$ cat src/rtl/dtcm_lsu_pkg.sv
// dtcm_lsu shared definitions
// access size codes and LSU state encodings
package dtcm_lsu_pkg;

  localparam logic [1:0] SZ_BYTE = 2'b00;
  localparam logic [1:0] SZ_HALF = 2'b01;
  localparam logic [1:0] SZ_WORD = 2'b10;
  localparam int UNSIGNED_BIT = 2;

  localparam int CNT_W = 2;

  typedef enum logic [1:0] {
    IDLE    = 2'd0,
    RD_WAIT = 2'd1,
    RESP    = 2'd2
  } lsu_state_e;

endpackage

$ cat src/rtl/dtcm_store_align.sv
// dtcm_store_align: store lane steering
// byte enables, replicated data, misalignment
module dtcm_store_align
  import dtcm_lsu_pkg::*;
(
  input  logic [1:0]  size,
  input  logic [1:0]  addr_lo,
  input  logic [31:0] wdata,
  output logic [3:0]  be,
  output logic [31:0] wdata_rep,
  output logic        misaligned
);

  // lane enables and data replication by size
  always_comb begin
    be         = 4'b0000;
    wdata_rep  = wdata;
    misaligned = 1'b0;
    unique case (1'b1)
      size == SZ_BYTE: begin
        be        = 4'b0001 << addr_lo;
        wdata_rep = {4{wdata[7:0]}};
      end
      size == SZ_HALF: begin
        be         = 4'b0011 << {addr_lo[1], 1'b0};
        wdata_rep  = {2{wdata[15:0]}};
        misaligned = addr_lo[0];
      end
      size == SZ_WORD: begin
        be         = 4'b1111;
        misaligned = |addr_lo;
      end
      default: begin
        be = 4'b0000;
      end
    endcase
  end

endmodule

$ cat src/rtl/dtcm_lsu.sv
// dtcm_lsu: MEM-stage load/store unit
// drives the single-port DTCM SRAM
module dtcm_lsu
  import dtcm_lsu_pkg::*;
#(
  parameter int AW     = 12,
  parameter int RD_LAT = 1
) (
  input  logic          clk,
  input  logic          rst_n,
  input  logic          req_valid,
  output logic          req_ready,
  input  logic          ctrl_mem_read,
  input  logic          ctrl_mem_write,
  input  logic [2:0]    RW_type,
  input  logic [31:0]   addr,
  input  logic [31:0]   wdata,
  output logic          rsp_valid,
  output logic          rsp_err,
  output logic [31:0]   dtcm_datain,
  output logic          stall,
  output logic          ram_cs,
  output logic          ram_we,
  output logic [3:0]    ram_be,
  output logic [AW-1:0] ram_addr,
  output logic [31:0]   ram_wdata,
  input  logic [31:0]   ram_rdata
);

  localparam logic [CNT_W-1:0] CNT_INIT = CNT_W'(RD_LAT - 1);

  lsu_state_e       state, state_nx;
  logic [CNT_W-1:0] cnt, cnt_nx;
  logic [1:0]       lo_q;
  logic             err_q;
  logic             accept;
  logic             illegal;
  logic             misaligned;
  logic             legal;
  logic             is_load;
  logic [3:0]       be_raw;
  logic             unused_ok;

  dtcm_store_align u_align (
    .size       (RW_type[1:0]),
    .addr_lo    (addr[1:0]),
    .wdata      (wdata),
    .be         (be_raw),
    .wdata_rep  (ram_wdata),
    .misaligned (misaligned)
  );

  // the load/unsigned flag is consumed downstream
  assign unused_ok = ^{RW_type[UNSIGNED_BIT], addr[31:AW+2]};

  assign req_ready = (state == IDLE);
  assign accept    = req_valid && req_ready && rst_n;
  assign illegal   = (RW_type[1:0] == 2'b11) ||
                     (ctrl_mem_read == ctrl_mem_write);
  assign legal     = !illegal && !misaligned;
  assign is_load   = legal && ctrl_mem_read;

  assign ram_cs    = accept && legal;
  assign ram_we    = ram_cs && ctrl_mem_write;
  assign ram_be    = ram_we ? be_raw : 4'b0000;
  assign ram_addr  = addr[AW+1:2];

  assign stall     = rst_n &&
                     ((req_valid && state == IDLE) ||
                      state == RD_WAIT);
  assign rsp_valid = (state == RESP);
  assign rsp_err   = rsp_valid && err_q;

  // next state and read-latency countdown
  always_comb begin
    state_nx = state;
    cnt_nx   = cnt;
    unique case (state)
      IDLE: begin
        if (accept) begin
          state_nx = is_load ? RD_WAIT : RESP;
          if (is_load) cnt_nx = CNT_INIT;
        end
      end
      RD_WAIT: begin
        if (cnt == '0) state_nx = RESP;
        else           cnt_nx   = cnt - 1'b1;
      end
      RESP:    state_nx = IDLE;
      default: state_nx = IDLE;
    endcase
  end

  // state, counter and accepted-access registers
  always_ff @(posedge clk or negedge rst_n) begin
    if (!rst_n) begin
      state <= IDLE;
      cnt   <= '0;
      lo_q  <= 2'b00;
      err_q <= 1'b0;
    end else begin
      state <= state_nx;
      cnt   <= cnt_nx;
      if (accept) begin
        lo_q  <= addr[1:0];
        err_q <= !legal;
      end
    end
  end

  // capture right-aligned load data at end of wait
  always_ff @(posedge clk or negedge rst_n) begin
    if (!rst_n) begin
      dtcm_datain <= '0;
    end else if (state == RD_WAIT && cnt == '0) begin
      dtcm_datain <= ram_rdata >> {lo_q, 3'b000};
    end
  end

endmodule
$ cat config.mk
export PLATFORM = sky130hd
export DESIGN_NAME = dtcm_lsu
export DESIGN_NICKNAME = d
export VERILOG_FILES = /design/src/rtl/dtcm_lsu_pkg.sv /design/src/rtl/dtcm_store_align.sv /design/src/rtl/dtcm_lsu.sv
export SDC_FILE = /design/constraint.sdc
export NUM_CORES = 1
export LEC_CHECK = 0
export BUFFER_PORTS_ARGS = -buffer_cell sky130_fd_sc_hd__buf_2
export CORE_MARGIN = 3
export CORE_UTILIZATION = 45
export CTS_CLUSTER_DIAMETER = 30
export CTS_CLUSTER_SIZE = 28
export DETAILED_ROUTE_END_ITERATION = 6
export HOLD_SLACK_MARGIN = 0.02
export PLACE_DENSITY = 0.95
export SYNTH_ARGS = -nofsm -noshare
export SYNTH_HDL_FRONTEND = slang
export SYNTH_HIERARCHICAL = 1
export SYNTH_SLANG_ARGS = --single-unit
$ cat constraint.sdc
create_clock -name clk -period 5.1 [get_ports clk]
set_clock_uncertainty 0.1 [all_clocks]
set_input_delay 1.02 -clock clk [delete_from_list [all_inputs] [get_ports clk]]
set_output_delay 1.02 -clock clk [all_outputs]
set_load 0.02 [all_outputs]
==> results of run 1 <==
## worst max-delay path by stage
stage | start | endpoint | slack, ns | cells after the start
after floorplan | RW_type[0] | ram_be[0] | 1.70 | 7
after global placement | RW_type[0] | ram_be[2] | 1.45 | 9
after detailed placement | RW_type[0] | ram_be[3] | 1.37 | 9
after CTS | RW_type[0] | ram_be[3] | 1.37 | 9
after global routing | RW_type[0] | ram_be[3] | 1.22 | 9
final | RW_type[0] | ram_be[3] | 1.40 | 9
## through the flow
stage | instances | utilization | instance area (um^2)
detailed placement | 498 | 0.582 | 3280
floorplan | 313 | - | 2700
global placement | 498 | 0.582 | 3280
CTS | 506 | 0.601 | 3390
global route | 506 | 0.601 | 3390
finish | 506 | 0.601 | 3390
## cells by family (layout without fill, tap and decap cells)
logic type,count (synthesis),after routing,synth area share
AO/OA/AOI/OAI,84,84,0.209
buffers and inverters,44,165,0.109
XOR/XNOR,1,1,0.00325
multiplexers,26,26,0.0974
AND/OR/NAND/NOR,113,113,0.192
flip-flops,39,39,0.362
adder cells (fa/ha/maj),6,6,0.0278
## flip-flops by register name, indices dropped and copies added, names as in the netlist
| name | count |
|---|---|
| dtcm_datain | 32 |
| cnt | 2 |
| lo_q | 2 |
| state | 2 |
| err_q | 1 |
## cell usage after synthesis, types with 3 or more instances
master | n | area, um^2
a22o_1 | 8 | 70.1
buf_2 | 9 | 45.0
o31ai_1 | 9 | 67.6
mux2i_1 | 24 | 240
o21ai_1 | 8 | 40.0
nor2_2 | 4 | 25.0
o21ai_0 | 17 | 85.1
buf_6 | 3 | 33.8
ha_1 | 6 | 75.1
nand2_1 | 63 | 236
a2bb2oi_1 | 6 | 52.6
inv_1 | 7 | 26.3
and2_1 | 5 | 31.3
buf_4 | 21 | 158
nor2b_1 | 4 | 25.0
a21oi_1 | 16 | 80.1
nor2_1 | 23 | 86.3
o221ai_1 | 8 | 70.1
dfrtp_1 | 39 | 976
## worst reg2reg max path, stage by stage (launching register included)
cell	delay (ns)
dfrtp_1	0.96
nand3_1	0.55
o221ai_1	0.38
## power by group through the flow
stage | clock network (uW) | logic (uW) | registers (uW)
after floorplan | 0 | 381 | 694
after global placement | 0 | 756 | 554
after detailed placement | 0 | 778 | 566
after CTS | 260 | 782 | 560
after global routing | 279 | 842 | 578
final | 258 | 776 | 564
## per-layer routing
metal / up-vias / global-route usage / wire length, um
met5: - / 0 / 0
met4: 0 / 0.101 / 283
met3: 29 / 0.0516 / 747
met2: 181 / 0.413 / 4040
met1: 1292 / 0.233 / 2910
li1: 1316 / - / -
## final cells by class
| class | count | area [um^2] | area share |
|---|---|---|---|
| clock buffers | 5 | 68.8 | 0.0203 |
| inverters | 7 | 26.3 | 0.00774 |
| well taps | 72 | 90.1 | 0.0265 |
| flip-flops and latches | 39 | 976 | 0.288 |
| repair buffers | 150 | 761 | 0.224 |
| multi-input cells | 230 | 1430 | 0.421 |
| clock inverters | 3 | 43.8 | 0.0129 |
==> run_results.csv, run 1 <==
group,metric,value,unit
clock_tree,cts_max_level,2,
synthesis,yosys.cell_types.count,46,
worst_setup_path,cp-start-kind,"input port",
worst_hold_path,whs_endpoint,"dtcm_datain[18]",
worst_setup_path,cp_top_family,"compound AO/OA/AOI/OAI gates",
synthesis,syn_avg_cell_area,8.62,um^2
timing,setup_ws,1.40,ns
outcome,status,"finished clean",
worst_setup_path,critPathRequiredTime,3.98,ns
power_and_ir_drop,vdd_drop_max,292,uV
global_route,track_usage,0.221,
clock_tree,clk_pin_slew_worst_paths,0.07,ns
worst_setup_path,max_stage_delay,0.33,ns
clock_tree,root_buffer,"clkbuf_8",
timing,slew_headroom,0.376,
placement,dp_hpwl,6.28,mm
power_and_ir_drop,power_frac_seq,0.353,
detailed_routing,ant_nets,0,
timing,fmax,270,MHz
synthesis,ys_ff_latch,39,
synthesis,netlist_instances,313,
clock_tree,ctsHoldBuffers,0,
clock_tree,clk_path_buf_depth,2,
synthesis,synth_warnings,6,
timing,setup_viol,0,
floorplan,rows,27,
detailed_routing,vias_per_cell,5.57,
worst_setup_path,rr_endpoint,"dtcm_datain[6]",
worst_setup_path,r2r_slack,3.01,ns
timing,slew_violations,0,
floorplan,core-area,5640,um^2
placement,gp_congestion,0.945,
worst_setup_path,ff2ff_path_depth,2,
worst_setup_path,crit_top_cell,"buf_2",
detailed_routing,drt_iter0_markers,140,
worst_hold_path,min_path_cells,2,
timing,rsz0062_at_grt,"no",
power_and_ir_drop,p_int,893,uW
worst_setup_path,endpoint_kind,"primary output",
global_route,overflow,0,
floorplan,die_y,83.4,um
timing,min_period_over_period,0.726,
worst_setup_path,crit_buf_inv,3,
worst_setup_path,cp.arrival,2.58,ns
power_and_ir_drop,p_leak,0.00182,uW
flow_run,max_cap_viol_count,0,
power_and_ir_drop,powerDensity,471,nW/um^2
synthesis,synth_edf_count,0,
finish,drive_gt1_frac,0.389,
detailed_routing,firstDrtPassIters,4,
floorplan,die-area,6960,um^2
worst_hold_path,hp-class,"reg -> reg",
clock_tree,cts.sinks,39,
finish,mostFrequentLayoutCells,"146 x buf_2, 63 x nand2_1, 39 x dfrtp_1, 24 x mux2i_1, 23 x nor2_1",
floorplan,die_w,83.4,um
power_and_ir_drop,p_sw,704,uW
floorplan,io_pins,190,
detailed_routing,wl,7.98,mm
global_route,grt_pass1_vias,2725,
clock_tree,cts_buffers,5,
clock_tree,cts_resized,0,
worst_setup_path,crit_type,"in -> out",
power_and_ir_drop,pwr-share-clk,0.161,
timing,hold_slack,0.379,ns
floorplan,initial_core_util,0.478,
timing,setup_tns,0,ns
worst_setup_path,critical_path.slowest_cell,"a21oi_1",
clock_tree,cts_tree,"built",
power_and_ir_drop,sw_frac_of_total,0.441,
global_route,grt_max_degree,57,
worst_hold_path,hp-start,"dtcm_datain[18]",
clock_tree,postCtsSetupBuffers,0,
clock_tree,insertion_delay,0.29,ns
timing,worstMarginPinSlew,0.935,ns
synthesis,seq_area_frac_synth,0.362,
worst_setup_path,r2r_start,"lo_q[0]",
worst_setup_path,path_cells,"buf_2, inv_1, ha_1, o21ai_0, a21boi_0, a21oi_1, and4b_4, and2_1, buf_2",
global_route,antenna_found_initial,0,
synthesis,synth_fp_nets,423,
synthesis,netlist_area,2700,um^2
detailed_routing,vias,2818,
global_route,grt_pass1_wl,12.8,mm
finish,antenna_cells,0,
synthesis,synth_ff_type,"dfrtp_1",
detailed_routing,drt-wirelength-per-cell,15.8,um
timing,post-route-min-period,3.70,ns
power_and_ir_drop,combPwrFrac,0.486,
placement,dp_worst_setup_slack,1.37,ns
placement,io_buffers,146,
synthesis,ys_async_sr_fraction,1.00,
finish,syn_to_final_growth,25.8,%
finish,nets,543,
detailed_routing,drc,0,
finish,final_common_cell,"buf_2",
timing,hold_violations,0,
finish,fillerInstances,475,
power_and_ir_drop,p_total,1600,uW
worst_setup_path,crit_fanout,5,
Power figures use the tool's default switching activity.
==> inputs of run 2 (changes only) <==
--- a/config.mk
+++ b/config.mk
@@ -7,12 +7,12 @@
 export LEC_CHECK = 0
 export BUFFER_PORTS_ARGS = -buffer_cell sky130_fd_sc_hd__buf_2
 export CORE_MARGIN = 3
-export CORE_UTILIZATION = 45
+export CORE_UTILIZATION = 38
 export CTS_CLUSTER_DIAMETER = 30
 export CTS_CLUSTER_SIZE = 28
 export DETAILED_ROUTE_END_ITERATION = 6
 export HOLD_SLACK_MARGIN = 0.02
-export PLACE_DENSITY = 0.95
+export PLACE_DENSITY = 0.89
 export SYNTH_ARGS = -nofsm -noshare
 export SYNTH_HDL_FRONTEND = slang
 export SYNTH_HIERARCHICAL = 1
==> constraint.sdc (replaced) <==
create_clock -name clk -period 3.3 [get_ports clk]
set_clock_uncertainty 0.1 [all_clocks]
set_input_delay 0.66 -clock clk [delete_from_list [all_inputs] [get_ports clk]]
set_output_delay 0.66 -clock clk [all_outputs]
set_load 0.02 [all_outputs]
==> run 2 against run 1 <==
Flip-flop and latch count is the same; non-clock buffer count rose by 4; first-iteration DRC count fell by 8.6%; sequential share of layout area decreased by 0.54 points; combinational power up 55%; cell count is 5.5% higher; largest cell class unchanged.
==> run_results.csv, run 2 (synthesis results as in run 1) <==
group,metric,value,unit
finish,post-route-util,0.506,
global_route,busiest_layer,"met2",
clock_tree,clk_pin_slew_worst_paths,0.08,ns
worst_setup_path,crit_fanout,5,
worst_hold_path,hp-class,"in -> async",
floorplan,die_w,90.3,um
timing,slew_headroom,0.320,
floorplan,die_y,90.3,um
clock_tree,cts.sinks,39,
global_route,grt_pass1_wl,13.8,mm
clock_tree,cts_resized,0,
timing,setup_tns,0,ns
worst_setup_path,crit_type,"in -> out",
floorplan,core-area,6830,um^2
clock_tree,ctsHoldBuffers,0,
timing,rsz0062_at_grt,"no",
worst_setup_path,max_stage_delay,0.30,ns
detailed_routing,firstDrtPassIters,4,
worst_setup_path,cp.arrival,2.14,ns
floorplan,initial_core_util,0.395,
timing,setup_viol,0,
global_route,overflow,0,
worst_setup_path,critPathRequiredTime,2.54,ns
detailed_routing,vias_per_cell,5.43,
clock_tree,cts_buffers,5,
flow_run,max_cap_viol_count,0,
timing,worstMarginPinSlew,1.02,ns
outcome,status,"finished clean",
floorplan,io_pins,190,
floorplan,die-area,8150,um^2
clock_tree,cts_max_level,2,
power_and_ir_drop,powerDensity,719,nW/um^2
worst_setup_path,cp-start-kind,"input port",
global_route,grt_pass1_vias,2783,
detailed_routing,drc,0,
detailed_routing,wl,8.70,mm
clock_tree,root_buffer,"clkbuf_8",
timing,fmax,345,MHz
finish,mostFrequentLayoutCells,"146 x buf_2, 63 x nand2_1, 39 x dfrtp_1, 24 x mux2i_1, 23 x nor2_1",
timing,min_period_over_period,0.878,
global_route,gr-usage-met2,0.360,
finish,nets,547,
worst_setup_path,path_cells,"buf_2, inv_1, ha_1, o21ai_0, a21boi_0, a21oi_1, and4b_4, and2_1, buf_2",
global_route,grt_max_degree,57,
floorplan,rows,30,
global_route,antenna_found_initial,0,
worst_setup_path,endpoint_kind,"primary output",
global_route,use_met3,0.0392,
power_and_ir_drop,p_total,2490,uW
worst_setup_path,cp_top_family,"simple AND/OR/NAND/NOR gates",
finish,antenna_cells,0,
detailed_routing,drt_iter0_markers,128,
placement,gp_congestion,0.954,
finish,multi_input_area,1430,um^2
timing,hold_violations,0,
placement,dp_hpwl,6.74,mm
worst_setup_path,critical_path.slowest_cell,"and4b_4",
clock_tree,clk_path_buf_depth,2,
finish,top_register,"dtcm_datain",
timing,slew_violations,0,
timing,post-route-min-period,2.90,ns
finish,syn_to_final_growth,28.2,%
finish,drive_gt1_frac,0.395,
finish,regArea,976,um^2
clock_tree,postCtsSetupBuffers,0,
finish,final_common_cell,"buf_2",
placement,dp.cells,526,
global_route,track_usage,0.207,
worst_setup_path,crit_buf_inv,3,
finish,largest_reg_flops,32,
finish,fillerInstances,627,
detailed_routing,vias,2899,
finish,final_cell_count_no_fill,534,
power_and_ir_drop,vdd_drop_max,213,uV
detailed_routing,drt-wirelength-per-cell,16.3,um
global_route,use_met1,0.238,
placement,io_buffers,146,
worst_setup_path,crit_top_cell,"buf_2",
clock_tree,cts_tree,"built",
power_and_ir_drop,p_leak,0.00184,uW
detailed_routing,ant_nets,0,
clock_tree,insertion_delay,0.29,ns
[run 2: changes by cell type in the layout (fill, tap and decap cells not counted), sizes merged]
| cell | change |
|---|---|
| clkbuf | +1 |
| clkinv | -1 |
| buf | +4 |
[run 2: layout make-up]
class                           instances  area share
Multi-Input combinational cell        230       0.413
Clock inverter                          2      0.0101
Sequential cell                        39       0.282
Tap cell                               96      0.0347
Inverter                                7     0.00760
Clock buffer                            6      0.0239
Timing Repair Buffer                  154       0.229
[run 2: path summary, 6_finish.rpt]
kind | end | slack, ns | cells after the start | startpoint
worst min-delay path | dtcm_datain[10] | 0.37 | 2 | rst_n
worst max-delay path | ram_be[3] | 0.40 | 9 | RW_type[0]
worst min register to register | dtcm_datain[16] | 0.38 | 2 | dtcm_datain[16]
max in group asynchronous | dtcm_datain[7] | 2.38 | 2 | rst_n
worst max register to register | dtcm_datain[8] | 1.25 | 3 | lo_q[1]
min in group clk | dtcm_datain[16] | 0.38 | 2 | dtcm_datain[16]
[run 2: power breakdown]
group / switching, uW / leakage, uW / internal [uW]
clock network: 170 / 0.0000612 / 245
registers: 177 / 0.000466 / 701
logic: 730 / 0.00131 / 465
total: 1080 / 0.00184 / 1410
[run 2: stage by stage]
stage	setup WS (ns)	hold slack, ns	instance area [um^2]
floorplan	0.624	0.264	2700
global placement	0.457	0.355	3340
detailed placement	0.430	0.364	3340
CTS	0.414	0.375	3460
global route	0.284	0.400	3460
finish	0.404	0.366	3460
[run 2: routing by layer]
metal | vias up | wire length [um]
met5 | - | 0
met3 | 35 | 740
li1 | 1321 | -
met1 | 1351 | 3220
met4 | 0 | 433
met2 | 192 | 4310
